<file path="src/rtl/mem_seq_pkg.sv">
// Shared constants and helpers for the data-memory access sequencer.
package mem_seq_pkg;

  // Sequencer states
  localparam logic [1:0] ST_IDLE = 2'd0;
  localparam logic [1:0] ST_REQ  = 2'd1;
  localparam logic [1:0] ST_DONE = 2'd2;

  // Bit positions inside the one-hot l_choose load-type vector
  localparam int unsigned LC_LD  = 0;
  localparam int unsigned LC_LW  = 1;
  localparam int unsigned LC_LWU = 2;
  localparam int unsigned LC_LH  = 3;
  localparam int unsigned LC_LHU = 4;
  localparam int unsigned LC_LB  = 5;
  localparam int unsigned LC_LBU = 6;

  // Access size in bytes; loads decode l_choose, stores decode wmask.
  // Unrecognised encodings fall back to a single byte.
  function automatic logic [3:0] access_size(input logic       is_load,
                                             input logic [6:0] l_choose,
                                             input logic [7:0] wmask);
    logic [3:0] sz;
    sz = 4'd1;
    if (is_load) begin
      if (l_choose[LC_LD]) begin
        sz = 4'd8;
      end else if (l_choose[LC_LW] || l_choose[LC_LWU]) begin
        sz = 4'd4;
      end else if (l_choose[LC_LH] || l_choose[LC_LHU]) begin
        sz = 4'd2;
      end else begin
        sz = 4'd1;
      end
    end else begin
      case (wmask)
        8'h03:   sz = 4'd2;
        8'h0F:   sz = 4'd4;
        8'hFF:   sz = 4'd8;
        default: sz = 4'd1;
      endcase
    end
    return sz;
  endfunction

  // Right-justified byte mask for a given access size
  function automatic logic [7:0] size_mask(input logic [3:0] sz);
    logic [7:0] m;
    case (sz)
      4'd1:    m = 8'h01;
      4'd2:    m = 8'h03;
      4'd4:    m = 8'h0F;
      default: m = 8'hFF;
    endcase
    return m;
  endfunction

endpackage

</file>
<file path="src/rtl/mem_lane_align.sv">
// Combinational byte-lane alignment: store shift/strobe, load shift/extend.
module mem_lane_align
  import mem_seq_pkg::*;
(
  input  logic [2:0]  off,
  input  logic [63:0] wdata,
  input  logic [7:0]  wmask,
  input  logic [6:0]  l_choose,
  input  logic [63:0] rdata,
  output logic [63:0] bus_wdata,
  output logic [7:0]  bus_wstrb,
  output logic [63:0] ld_ext
);

  logic [63:0] shifted;

  assign bus_wdata = wdata << {off, 3'b000};
  assign bus_wstrb = wmask << off;
  assign shifted   = rdata >> {off, 3'b000};

  // Select the loaded field and sign/zero-extend it to 64 bits
  always_comb begin
    ld_ext = shifted;
    if (l_choose[LC_LD]) begin
      ld_ext = shifted;
    end else if (l_choose[LC_LW]) begin
      ld_ext = {{32{shifted[31]}}, shifted[31:0]};
    end else if (l_choose[LC_LWU]) begin
      ld_ext = {32'b0, shifted[31:0]};
    end else if (l_choose[LC_LH]) begin
      ld_ext = {{48{shifted[15]}}, shifted[15:0]};
    end else if (l_choose[LC_LHU]) begin
      ld_ext = {48'b0, shifted[15:0]};
    end else if (l_choose[LC_LB]) begin
      ld_ext = {{56{shifted[7]}}, shifted[7:0]};
    end else if (l_choose[LC_LBU]) begin
      ld_ext = {56'b0, shifted[7:0]};
    end
  end

endmodule

</file>
<file path="src/rtl/mem_access_seq.sv">
// Multi-cycle load/store sequencer between decode/control and a req/ack data bus.
module mem_access_seq
  import mem_seq_pkg::*;
#(
  parameter int unsigned ADDR_W  = 64,
  parameter int unsigned DATA_W  = 64,
  parameter int unsigned TIMEOUT = 255
) (
  input  logic              clk,
  input  logic              rst,
  input  logic              inst_valid,
  input  logic              data_ram_en,
  input  logic              data_ram_wen,
  input  logic [7:0]        wmask,
  input  logic [6:0]        l_choose,
  input  logic [ADDR_W-1:0] addr,
  input  logic [DATA_W-1:0] wdata,
  output logic              mem_req,
  output logic              mem_we,
  output logic [ADDR_W-1:0] mem_addr,
  output logic [DATA_W-1:0] mem_wdata,
  output logic [7:0]        mem_wstrb,
  input  logic              mem_ack,
  input  logic [DATA_W-1:0] mem_rdata,
  output logic              mem_finish,
  output logic [DATA_W-1:0] ld_data,
  output logic              busy,
  output logic              misalign,
  output logic              bus_err
);

  logic [1:0]        state_q, state_d;
  logic [15:0]       cnt_q, cnt_d;
  logic [ADDR_W-1:0] addr_q;
  logic [DATA_W-1:0] wdata_q;
  logic [7:0]        wmask_q;
  logic [6:0]        lch_q;
  logic              we_q;
  logic              misalign_q;
  logic              bus_err_q;
  logic [DATA_W-1:0] ld_data_q;

  logic              is_mem;
  logic [3:0]        access_sz;
  logic [2:0]        align_mask;
  logic              misal;
  logic              start;
  logic              timeout;
  logic [DATA_W-1:0] bus_wdata;
  logic [7:0]        bus_wstrb;
  logic [DATA_W-1:0] ld_ext;

  assign is_mem     = data_ram_en | data_ram_wen;
  assign access_sz  = access_size(data_ram_en, l_choose, wmask);
  assign align_mask = 3'(access_sz - 4'd1);
  assign misal      = |(addr[2:0] & align_mask);
  assign start      = (state_q == ST_IDLE) && inst_valid && is_mem;
  // An ack in the final wait cycle takes priority over the timeout
  assign timeout    = (state_q == ST_REQ) && !mem_ack && (cnt_q == 16'(TIMEOUT - 1));

  mem_lane_align u_lane (
    .off       (addr_q[2:0]),
    .wdata     (wdata_q),
    .wmask     (wmask_q),
    .l_choose  (lch_q),
    .rdata     (mem_rdata),
    .bus_wdata (bus_wdata),
    .bus_wstrb (bus_wstrb),
    .ld_ext    (ld_ext)
  );

  // Next-state and wait-counter logic
  always_comb begin
    state_d = state_q;
    cnt_d   = cnt_q;
    case (state_q)
      ST_IDLE: begin
        if (start) begin
          state_d = misal ? ST_DONE : ST_REQ;
          cnt_d   = '0;
        end
      end
      ST_REQ: begin
        if (mem_ack || timeout) begin
          state_d = ST_DONE;
        end else begin
          cnt_d = cnt_q + 16'd1;
        end
      end
      ST_DONE: state_d = ST_IDLE;
      default: state_d = ST_IDLE;
    endcase
  end

  // State, counter and latched transaction registers
  always_ff @(posedge clk or posedge rst) begin
    if (rst) begin
      state_q    <= ST_IDLE;
      cnt_q      <= '0;
      addr_q     <= '0;
      wdata_q    <= '0;
      wmask_q    <= '0;
      lch_q      <= '0;
      we_q       <= 1'b0;
      misalign_q <= 1'b0;
      bus_err_q  <= 1'b0;
      ld_data_q  <= '0;
    end else begin
      state_q <= state_d;
      cnt_q   <= cnt_d;
      if (start) begin
        addr_q     <= addr;
        wdata_q    <= wdata;
        // Canonical mask from the decoded size keeps the strobe non-zero
        wmask_q    <= size_mask(access_sz);
        lch_q      <= l_choose;
        we_q       <= data_ram_wen & ~data_ram_en;
        misalign_q <= misal;
        bus_err_q  <= 1'b0;
      end
      if (state_q == ST_REQ) begin
        if (mem_ack) begin
          if (!we_q) ld_data_q <= ld_ext;
        end else if (timeout) begin
          bus_err_q <= 1'b1;
          if (!we_q) ld_data_q <= '0;
        end
      end
    end
  end

  // Bus and status outputs; bus fields are only driven while requesting
  always_comb begin
    mem_req    = (state_q == ST_REQ);
    mem_we     = mem_req & we_q;
    mem_addr   = mem_req ? {addr_q[ADDR_W-1:3], 3'b000} : '0;
    mem_wdata  = mem_req ? bus_wdata : '0;
    mem_wstrb  = mem_req ? bus_wstrb : '0;
    busy       = (state_q != ST_IDLE);
    misalign   = (state_q == ST_DONE) & misalign_q;
    bus_err    = (state_q == ST_DONE) & bus_err_q;
    ld_data    = ld_data_q;
    mem_finish = !rst && (((state_q == ST_IDLE) && inst_valid && !is_mem) ||
                          (state_q == ST_DONE));
  end

endmodule

</file>
<file path="config.mk">
export PLATFORM = sky130hd
export DESIGN_NAME = mem_access_seq
export DESIGN_NICKNAME = d
export VERILOG_FILES = /design/src/rtl/mem_seq_pkg.sv /design/src/rtl/mem_lane_align.sv /design/src/rtl/mem_access_seq.sv
export SDC_FILE = /design/constraint.sdc
export NUM_CORES = 1
export LEC_CHECK = 0
export CAP_MARGIN = 30
export CORE_MARGIN = 3
export CORE_UTILIZATION = 35
export CTS_CLUSTER_SIZE = 30
export DETAILED_ROUTE_END_ITERATION = 10
export GPL_TIMING_DRIVEN = 0
export PLACE_DENSITY = 0.71
export SKIP_LAST_GASP = 1
export SLEW_MARGIN = 5
export SYNTH_ARGS = -nofsm -noshare
export SYNTH_HDL_FRONTEND = slang
export SYNTH_SLANG_ARGS = --single-unit
</file>
<file path="constraint.sdc">
create_clock -name clk -period 13 [get_ports clk]
set_input_delay 1.3 -clock clk [delete_from_list [all_inputs] [get_ports clk]]
set_output_delay 1.3 -clock clk [all_outputs]
set_load 0.05 [all_outputs]
</file>
== Word level (Yosys, flattened, before mapping) ==
Cells that the tools add are included.
W data, S select, Z words.
Word-level totals
  register bits: 228
  bits of input ports: 213
  logic and storage cells: 87
  output and inout bits: 206
Cells by class
  $add $sub $neg: 2
  multiplexer cells: 31
  reduce and logical (&&, ||, !) cells: 21
  bitwise gates (word level): 8
  equal/unequal tests: 12
  shift-type cells: 3
Operators with widths (count)
  $mux W64: 13
  $shl A64 B6 Y64: 1
  $shr A64 B6 Y64: 1
  $mux W16: 2
  $pmux W16 S2: 1
  $pmux W8 S3: 1
  $add A16 B1 Y16 const B: 1
  $eq A16 B8 Y1 const B: 1
  $pmux W4 S3: 1
  $eq A8 B2 Y1 const B: 1
  $eq A8 B4 Y1 const B: 1
  $eq A8 B8 Y1 const B: 1
  $mux W2: 4
  $mux W4: 2
  $mux W8: 1
  $shl A8 B3 Y8: 1
  $logic_and A1 B1 Y1: 6
  $reduce_and A3 Y1: 2
  $reduce_bool A2 Y1: 3
  $and A1 B1 Y1: 4
  $eq A4 B1 Y1 const B: 1
  $eq A4 B2 Y1 const B: 1
  $eq A4 B3 Y1 const B: 1
  $logic_or A1 B1 Y1: 4
  15 further kinds: 22

== Depth between registers and ports, before layout ==
  depth after elaboration: 11
  depth in mapped cells: 10
  mapped depth without buffers: 9

== Cells and area by module ==
A second synthesis with hierarchy kept.
Unflattened totals
  cell total of the unflattened synthesis: 1753
  area, all modules: 14328.7 um^2
By module, submodules not included
  mem_access_seq: area an instance 9699.3 um^2, sequential area each 5605.4 um^2, cells an instance 1033, times used 1
  mem_lane_align: area an instance 4629.4 um^2, sequential area each 0.0 um^2, cells an instance 720, times used 1

== Worst setup path after synthesis ==
OpenSTA, ideal clock, no wires.
  path type: register -> output
  start: reg addr_q[1]
  end: out mem_wstrb[6]
  cell stages (with the launch flop): 8
  slack: 8815 ps
  arrival time: 2885 ps
  path buffers: 5
  data required time: 11700 ps
  path through: dfrtp_1 buf_4 buf_6 buf_2 buf_1 clkbuf_1 a311oi_1 a211oi_1
On the way
  cells in the longest elaborated chain, start to end: 2
Ends and longest elaborated chain
  start, declared: RTL line mem_access_seq.sv:34  | logic [ADDR_W-1:0] addr_q;
  start signal, assigned: RTL line mem_access_seq.sv:112  | addr_q <= addr;
  $shl A8 B3 Y8: RTL line mem_lane_align.sv:18  | assign bus_wstrb = wmask << off;
  $mux W8: RTL line mem_access_seq.sv:138  | mem_wstrb = mem_req ? bus_wstrb : '0;
  end, declared: RTL line mem_access_seq.sv:22  | output logic [7:0] mem_wstrb,
No other way between the ends.

== Worst setup path in the final report ==
  start: reg addr_q[1]
  end: out mem_wdata[51]
On the way
  cells in the longest elaborated chain, start to end: 2
Ends and longest elaborated chain
  $shl A64 B6 Y64: RTL line mem_lane_align.sv:17  | assign bus_wdata = wdata << {off, 3'b000};
  $mux W64: RTL line mem_access_seq.sv:137  | mem_wdata = mem_req ? bus_wdata : '0;
  end, declared: RTL line mem_access_seq.sv:21  | output logic [DATA_W-1:0] mem_wdata,
No other way between the ends.

==> out/results.txt <==
top cell type's share of synthesized area: 0.430
RSZ-0062 raised after global routing: false
Max IR drop VDD: 0.000110 V
core area: 36700 um2
Max Clk Rate: 174 MHz
total grt overflow: 0
Area contributors post-synth: dfrtp_1 (43%), nand2_1 (14%), mux2i_1 (7.7%)
Resized cells post-CTS: 0
CP dominant cell by count: buf_1
CP required: 11.70 ns
Setup Viol. Count Final: 0
drc violations: 0
clk slew on worst S/H paths: 0.06 ns
Pwr Density: 205 nW/um2
Worst Setup Start Kind: register
Final Hold Fails: 0
crit-path max FO: 10
largest net degree at the start of global routing: 121
Final nets: 2225
Synth Area in XOR/XNOR: 0.0101
die width: 199 um
Worst Path Arrival: 4.45 ns
WS Path Type: register to output port
Synth Instances: 1557
drt first pass iters: 6
min cycle time layout: 5.75 ns
share of cells above drive strength 1: 0.0577
Post-Synth Adder-Cell Area: 0.00480
GR Util met1: 0.358
TritonCTS Buffers: 28
Post-DP Area: 17800 um2
Synth cell types: 60
GRT met3 Usage: 0.0545
Post-Route WL: 56.0 mm
status: finished, final reports clean
clock skew: 0.0123 ns
root buffer cell: clkbuf_16
clock sink total: 224
routed vias/inst: 5.42
Top delay family on crit path: buffers and inverters
CP max-delay cell: clkdlybuf4s50_1
HPWL after DPL: 43.9 mm
GPL Wtd Cong: 0.995
Final TNS setup: 0 ns
Iteration-0 DRC Markers: 1150
fraction of the mapped netlist area in simple logic gates: 0.250
routing usage on met2: 0.459
I/O Pins: 419
Post-CTS Repair Setup Buffers: 0
Post-synth ARST share: 1.00
Die Ht: 199 um
Initial Util: 0.355
leakage: 8.35 nW
HP Class: register to register
Primary FF master, synth: dfrtp_1
clock latency on the worst-skew pair: 0.57 ns
Post-CTS Hold Fix Bufs: 0
Fill cells: 3498
H-tree depth: 1
first-pass GRT wire length: 83.2 mm
routed length per instance: 22.4 um
Area growth syn-to-layout: 44.1%
max_cap viols: 0
Final Instance Area: 18800 um2
slew margin rel.: 0.317
Post-synth EDFFs: 0
period utilisation layout: 0.442
num rows: 70
dominant cell type by area after synthesis: dfrtp_1
r2r setup slk: 9.99 ns
#FFs+latches synth: 224
post-synthesis mux area share: 0.124
largest family of logic cells by synthesized area: simple AND/OR/NAND/NOR gates
Mapped Area: 13000 um2
TritonCTS clock tree: built
Post-DRT Antenna Nets: 0
All-Layer GR Usage: 0.274
Clock Path Buffers: 3
CP Capture Type: output port
sequential fraction of the synthesis area: 0.430
die area: 39600 um2
IO buf count: 415
routed vias: 13500
crit-path cells: buf_4 -> buf_6 -> buf_2 -> buf_1 -> buf_1 -> mux2i_1 -> o21ai_0 -> a21oi_1 -> nor2_1 -> clkdlybuf4s50_1
Synth Area in Compound Gates: 0.140
initial antenna violation count: 2
Slew @ Worst Pin: 1.02 ns
vias in the first global route: 13600
most crowded layer after global routing: met2
Syn Area/Cell: 8.38 um2
CP bufs+invs: 6
Worst path max stage delay: 0.84 ns
yosys warns: 0
Max Slew Vio Count: 0
-- state kept, by name, indices dropped and copies added (netlist names), 2 cells and up --
signal and cells:
addr_q 64, ld_data 64, wdata_q 64, cnt_q 16, lch_q 7, wmask_q 4
state_q 2
-- Yosys cell counts (4+ instances only) --
cell type  number
a21oi_1        62
a22o_1         43
and2_1         80
o21a_1          4
nand2b_1        7
o22a_1         11
mux2i_1       100
mux4_2         10
clkbuf_1       86
inv_1          10
buf_2           8
dfrtp_1       224
nor3_1          8
buf_1          19
nand4_1         6
a211oi_1       22
nor2b_1        12
nand3_1        11
o21ai_0        66
ha_1            5
nand2_1       500
o221ai_1        8
mux2_2         35
and3_1         14
o211ai_1       23
o21ai_1        10
xor2_1         14
buf_4           5
nor2_1        106
-- where the power goes --
group / leakage (nW) / internal [mW] / switching, mW
combinational: 5.06 / 0.690 / 1.26
clock: 0.469 / 0.475 / 0.329
sequential: 2.82 / 0.917 / 0.189
-- worst paths after layout --
check	start	endpoint	cells past startpoint
worst max register to register	addr_q[0]$_DFFE_PP0P_	ld_data[0]$_DFFE_PP0P_	8
worst min-delay path	addr_q[30]$_DFFE_PP0P_	addr_q[30]$_DFFE_PP0P_	2
worst min register to register	addr_q[30]$_DFFE_PP0P_	addr_q[30]$_DFFE_PP0P_	2
max in group asynchronous	rst	wdata_q[54]$_DFFE_PP0P_	3
worst max-delay path	addr_q[1]$_DFFE_PP0P_	mem_wdata[51]	10
min in group asynchronous	rst	addr_q[5]$_DFFE_PP0P_	2
-- routing by layer --
metal | up-vias | wire length [um]
met3 | 121 | 4450
met4 | 0 | 1820
met1 | 6565 | 23300
met5 | - | 0
met2 | 691 | 26500
li1 | 6171 | -
-- worst reg2reg max path, stage by stage (launching register included) --
cell and delay, ns:
dfrtp_1 0.31, buf_2 0.19, buf_1 0.45, buf_1 0.57, buf_1 0.59, o21ai_0 0.27, mux2i_1 0.34, nand3_1 0.12
nand2_1 0.10
-- cells in the final DEF, fill, tap and decap left out, drive strengths merged, types with 4 or more instances in the layout --
| master | netlist | final |
|---|---|---|
| a211oi | 23 | 23 |
| o31ai | 4 | 4 |
| and2 | 80 | 80 |
| ha | 5 | 5 |
| xor2 | 14 | 14 |
| o21a | 4 | 4 |
| a21oi | 63 | 63 |
| inv | 10 | 12 |
| nor2 | 106 | 106 |
| nand3 | 11 | 11 |
| dfrtp | 224 | 224 |
| clkdlybuf4s50 | 0 | 415 |
| mux2 | 35 | 35 |
| clkinv | 0 | 10 |
| o22a | 11 | 11 |
| a22o | 43 | 43 |
| nand2 | 500 | 500 |
| nand4 | 6 | 6 |
| nor3 | 8 | 8 |
| mux4 | 10 | 10 |
| o21ai | 76 | 76 |
| buf | 34 | 37 |
| nor2b | 12 | 12 |
| mux2i | 100 | 100 |
| o211ai | 23 | 23 |
| o221ai | 8 | 8 |
| clkbuf | 86 | 120 |
| and3 | 14 | 14 |
| nand2b | 7 | 7 |
-- stage by stage --
step	setup slack, ns	total power [mW]	instances	util	hold slack [ns]
after floorplan	5.57	2.32	1559	-	0.437
after global placement	2.60	3.01	2442	0.485	0.451
after detailed placement	7.93	3.04	2445	0.486	0.454
after CTS	7.29	3.85	2496	0.512	0.468
after global routing	7.06	4.04	2498	0.512	0.486
final	7.25	3.86	2499	0.512	0.463
-- final cells by class --
| cell class | instances | area, um2 | area share |
|---|---|---|---|
| Sequential cell | 224 | 5610 | 0.298 |
| Antenna cell | 3 | 7.51 | 0.000399 |
| Clock inverter | 17 | 201 | 0.0107 |
| Tap cell | 468 | 586 | 0.0312 |
| Clock buffer | 34 | 753 | 0.0401 |
| Inverter | 10 | 45.0 | 0.00240 |
| Timing Repair Buffer | 418 | 4190 | 0.223 |
| Multi-Input combinational cell | 1205 | 6910 | 0.368 |
| Buffer | 120 | 494 | 0.0263 |
-- cells by family (layout without fill, tap and decap cells) --
| logic type | after synthesis | after routing |
|---|---|---|
| other cells | 1 | 6 |
| simple gates | 763 | 763 |
| flops | 224 | 224 |
| xor+xnor | 15 | 15 |
| mux | 145 | 145 |
| compound gates | 274 | 274 |
| buf+inv | 130 | 599 |
| fa+ha+maj | 5 | 5 |
Power figures use the tool's default switching activity.
